### src/rtl/vibration_motor.sv
// vibration_motor: plays a latched 8-slot PWM haptic pattern on trig edge (in: clk, rst_n-style active-low rst, trig, control, repeat_n; out: motor, busy, one-hot led)
module vibration_motor #(
  parameter int unsigned SLOT_DIV  = 2500000,
  parameter int unsigned PWM_DIV   = 2500,
  parameter int unsigned PWM_DUTY  = 1875,
  parameter int unsigned GAP_SLOTS = 4
) (
  input  logic       clk,
  input  logic       rst,
  input  logic       trig,
  input  logic [7:0] control,
  input  logic [1:0] repeat_n,
  output logic       motor,
  output logic       busy,
  output logic [7:0] led
);
  localparam int SW = SLOT_DIV > 1 ? $clog2(SLOT_DIV) : 1;
  localparam int PW = $clog2(PWM_DIV) + 1;
  localparam int GW = $clog2(GAP_SLOTS) + 1;
  typedef enum logic [1:0] {IDLE, PLAY, GAP} state_t;
  state_t st, st_nx;
  logic [SW-1:0] slot, slot_nx;
  logic [PW-1:0] pwm, pwm_nx;
  logic [GW-1:0] gap, gap_nx;
  logic [2:0] idx, idx_nx;
  logic [1:0] rep, rep_nx;
  logic [7:0] pat, pat_nx;
  logic s1, s2, hist, trig_edge, tc;
  assign tc = 32'(slot) == SLOT_DIV - 1;
  always_ff @(posedge clk or negedge rst)
    if (!rst) begin
      {s1, s2, hist} <= 3'b111;
      trig_edge <= 1'b0;
      st <= IDLE;
      slot <= '0;
      pwm <= '0;
      gap <= '0;
      idx <= '0;
      rep <= '0;
      pat <= '0;
      motor <= 1'b0;
      busy <= 1'b0;
      led <= '0;
    end else begin
      s1 <= trig;
      s2 <= s1;
      hist <= s2;
      trig_edge <= s2 & ~hist;
      st <= st_nx;
      slot <= slot_nx;
      pwm <= pwm_nx;
      gap <= gap_nx;
      idx <= idx_nx;
      rep <= rep_nx;
      pat <= pat_nx;
      motor <= st_nx == PLAY && pat_nx[idx_nx] && 32'(pwm_nx) < PWM_DUTY;
      busy <= st_nx != IDLE;
      led <= st_nx == PLAY ? 8'h80 >> (3'd7 - idx_nx) : 8'h00;
    end
  always_comb begin
    st_nx = st;
    slot_nx = slot;
    gap_nx = gap;
    idx_nx = idx;
    rep_nx = rep;
    pat_nx = pat;
    pwm_nx = 32'(pwm) == PWM_DIV - 1 ? '0 : pwm + 1'b1;
    if (st == IDLE) begin
      if (trig_edge && control != 8'h00) begin
        st_nx = PLAY;
        pat_nx = control;
        rep_nx = repeat_n;
        idx_nx = 3'd7;
        slot_nx = '0;
      end
    end else begin
      slot_nx = tc ? '0 : slot + 1'b1;
      if (tc && st == PLAY) begin
        if (idx != 3'd0) idx_nx = idx - 3'd1;
        else if (rep == 2'd0) st_nx = IDLE;
        else begin
          rep_nx = rep - 2'd1;
          gap_nx = '0;
          st_nx = GAP;
        end
      end
      if (tc && st == GAP) begin
        if (32'(gap) == GAP_SLOTS - 1) begin
          st_nx = PLAY;
          idx_nx = 3'd7;
        end else gap_nx = gap + 1'b1;
      end
    end
  end
endmodule
### config.mk
export PLATFORM = sky130hd
export DESIGN_NAME = vibration_motor
export DESIGN_NICKNAME = d
export VERILOG_FILES = /design/src/rtl/vibration_motor.sv
export SDC_FILE = /design/constraint.sdc
export NUM_CORES = 1
export LEC_CHECK = 0
export BUFFER_PORTS_ARGS = -buffer_cell sky130_fd_sc_hd__buf_2
export CAP_MARGIN = 0
export CORE_ASPECT_RATIO = 0.7
export CORE_MARGIN = 1.5
export CORE_UTILIZATION = 40
export DETAILED_ROUTE_END_ITERATION = 8
export GPL_TIMING_DRIVEN = 0
export MAX_ROUTING_LAYER = met4
export SYNTH_ARGS = -nofsm -noshare
export SYNTH_HDL_FRONTEND = slang
export SYNTH_SLANG_ARGS = --single-unit
### constraint.sdc
create_clock -name clk -period 3.7 [get_ports clk]
set_input_delay 0.74 -clock clk [delete_from_list [all_inputs] [get_ports clk]]
set_output_delay 0.74 -clock clk [all_outputs]
set_load 0.1 [all_outputs]
==> results by group <==
Clock network
  • Post-CTS setup buffer count: 0
  • Clock Sink Count: 67
  • CTS Root Cell: clkbuf_16
  • CTS max path bufs: 2
  • Post-CTS sizing: 0
  • CTS tree: yes
  • Clk_lat worst skew: 330 ps
  • Clk slew on worst S/H paths: 50 ps
  • # hold bufs at CTS: 0
  • H-Tree Depth: 3
  • CTS buffer count: 9

Power
  • PwrDens: 483.2 nW/um^2
  • Sw Share: 0.2636
  • Peak supply drop: 0.0002876 V
  • Combinational Power Share: 0.106
  • Pint: 1.393 mW
  • Leak pwr: 1.741 nW
  • Net Switching: 0.4986 mW
  • Seq pwr share: 0.479
  • Total power: 1.891 mW
  • Power share of the clock group: 0.416

GRT
  • Initial antenna violation count: 0
  • First-pass GRT wire length: 12720 um
  • GRT Total Usage: 0.1877
  • Remaining global-route overflow: 0
  • Largest net degree at the start of global routing: 68
  • Vias in the first global route: 2537

Final layout
  • Final Core Density: 0.4868
  • Area of the multi-input gates: 1620 um^2
  • FILL cells: 764
  • Nets: 395
  • Diodes inserted: 0
  • Layout overhead on the synthesized area: 15.17%
  • FF+latch area: 1680 um^2
  • Final Non-Filler Cells: 482
  • Share of cells above drive strength 1: 0.1706
  • Finished Cell Area: 3914 um^2

Place
  • GP Congestion: 0.8417
  • Post-DP Area: 3637 um^2
  • Placed instance count: 466
  • DP HPWL: 5069 um
  • Port-buffer cells: 22

Setup path
  • Worst Reg2Reg Path Length in Cells: 8
  • Worst path cell trace: ha_1, nand4_2, nor3_4, nand3_4, a22o_4, a2111oi_4, or4b_1, a211oi_1
  • Worst-path fanout max: 6
  • Crit path launch type: flop
  • CP Data Arrival Time: 3020 ps
  • Critical path class: flop to flop
  • Crit end category: flop
  • Crit-path max cell delay: 510 ps
  • R2R Path Start: slot[0]
  • Critical path origin: slot[0]
  • CP max-delay cell: or4b_1
  • CP required: 3940 ps

Logic synthesis
  • Yosys synthesis warning count: 0
  • Largest cells by area after synthesis: dfrtp_1 47%, nand2_1 5.4%, o21ai_0 4.6%, nor2_1 3.8%, xnor2_1 3.4%
  • Ys async rst share: 1.000
  • Synthesized Nets: 362
  • Synth top area share: 0.4713
  • Number of enable flip-flop cells after synthesis: 0
  • Post-synthesis sequential area ratio: 0.4945
  • Main synth FF type: dfrtp_1
  • Yosys top cell by area: dfrtp_1
  • Flops & latches, synth: 67
  • Post-Synthesis Cells: 343
  • Mapped Area: 3398 um^2
  • Synth Area per Inst: 9.907 um^2
  • Netlist cell types: 65

Die
  • Core ar.: 8040 um^2
  • Die area: 9066 um^2
  • Initial Util: 0.4227
  • Die Ht: 80.12 um
  • Core Rows: 27
  • Die width: 113.2 um
  • IO Pins: 23

Routing
  • Initial DRC count: 217
  • DRC errors left: 0
  • Routed length per instance: 15.02 um
  • Via count: 2611
  • DR vias/cell: 5.417
  • Pre-antenna DRT Iters: 5
  • Wirelength, routed: 7239 um
  • Final ANT Viol Nets: 0

STA
  • Measured slew at the worst slew-check pin: 847.7 ps
  • RSZ-0062 raised after global routing: no
  • Final min period: 2776 ps
  • Setup TNS: 0 ps
  • Fmax: 0.3603 GHz
  • Final slew viol count: 0
  • Final hold violation count: 0
  • Slew headroom: 0.4348
  • Layout Skew: 6.167 ps
  • Final setup fails: 0
  • Period utilization: 0.7502

Job
  • Max_cap viols: 0

Outcome
  • Status: completed

Min path
  • HP Start: s1
  • Hold Path Stages: 0
  • Min-delay worst type: flop to flop
[cell families after synthesis]
logic type / after synthesis / share of synthesized area
AO/OA/AOI/OAI: 73 / 0.1521
flip-flops: 67 / 0.4945
buffers and inverters: 19 / 0.02872
AND/OR/NAND/NOR: 158 / 0.2496
multiplexers: 3 / 0.009205
XOR/XNOR: 17 / 0.04381
adder cells (fa/ha/maj): 6 / 0.02209
[final timing paths]
path / to / slack (ps)
setup / recovery: motor / 920
hold / removal: s2 / 350
setup reg to reg: motor / 920
hold reg to reg: s2 / 350
max in group asynchronous: slot[2] / 2620
min in group asynchronous: slot[11] / 510
[per-layer routing]
layer	vias to the layer above	part of all wire	track usage
li1	1291	-	-
met2	72	0.40	0.2455
met3	13	0.049	0.04528
met5	-	0	-
met4	0	0.015	0.06000
met1	1235	0.54	0.2823
[power groups by stage]
stage	Combinational, mW	Clock (mW)	Sequential, mW
after floorplan	0.138	0	0.905
after global placement	0.197	0	0.914
after detailed placement	0.202	0	0.914
after CTS	0.203	0.808	0.904
after global routing	0.232	0.835	0.920
final	0.200	0.786	0.906
[state kept, by name (all words and copies together) (netlist names), 2 cells and up]
| register | count |
|---|---|
| idx | 3 |
| pwm | 13 |
| slot | 22 |
| rep | 2 |
| pat | 8 |
| led | 8 |
| gap | 3 |
| st | 2 |
[critical path: cells and delay by family (launching register included)]
| kind | cells | cell delay, ps |
|---|---|---|
| and+or+nand+nor | 4 | 1140 |
| AOI/OAI and AO/OA | 3 | 900 |
| DFF | 1 | 400 |
| adders and majority gates | 1 | 250 |
[cell usage in the layout, fill, tap and decap left out, drive strengths merged, types with 2 or more instances in the layout]
cell type	Yosys	layout
dfrtp	64	64
nand2	49	49
nor2	35	35
o21ai	31	31
buf	4	26
clkbuf	5	19
nand3	14	14
xnor2	13	13
inv	10	10
and3	9	9
nor4	8	8
nand4	7	7
a21oi	7	7
nor3	7	7
ha	6	6
a22o	6	6
nand2b	5	5
o31ai	5	5
xor2	4	4
a211oi	4	4
or2	4	4
and2b	3	3
a21o	3	3
dfstp	3	3
and2	3	3
nor3b	3	3
nor2b	2	2
o2111ai	2	2
a311oi	2	2
mux2i	2	2
or2b	2	2
a31oi	2	2
[final cells by class]
cell class                 instances  area share
buffer                             9     0.01535
clock buffer                      14     0.06746
clock inverter                     2    0.003197
inverter                          10    0.009591
multi-input combinational        257      0.4140
sequential                        67      0.4293
tap                              101     0.03229
timing repair buffer              22     0.02877
[synthesized netlist by cell type (2+ instances only)]
library cell	n
o21ai_0	31
xor2_1	4
a311oi_1	2
nor3_1	5
ha_1	6
dfrtp_1	64
xnor2_1	13
nand3_1	13
inv_1	10
or2_2	3
a211oi_1	4
a22o_1	5
mux2i_1	2
nand2_1	49
and2_2	2
dfstp_2	3
nor2_1	34
nand4_1	6
nor2b_1	2
nor3b_1	2
nor4_1	7
clkbuf_1	5
and2b_2	3
o2111ai_1	2
buf_6	3
a21oi_1	6
o31ai_1	5
nand2b_1	5
a21o_1	3
and3_1	9
[per-stage QoR]
stage	hold WS [ps]	setup WS, ps
global placement	345.6	609.9
floorplan	345.2	1148
global route	356.5	640.4
detailed placement	347.2	610.0
finish	353.6	924.2
CTS	354.7	895.2
(Power assumes the default switching activity.)
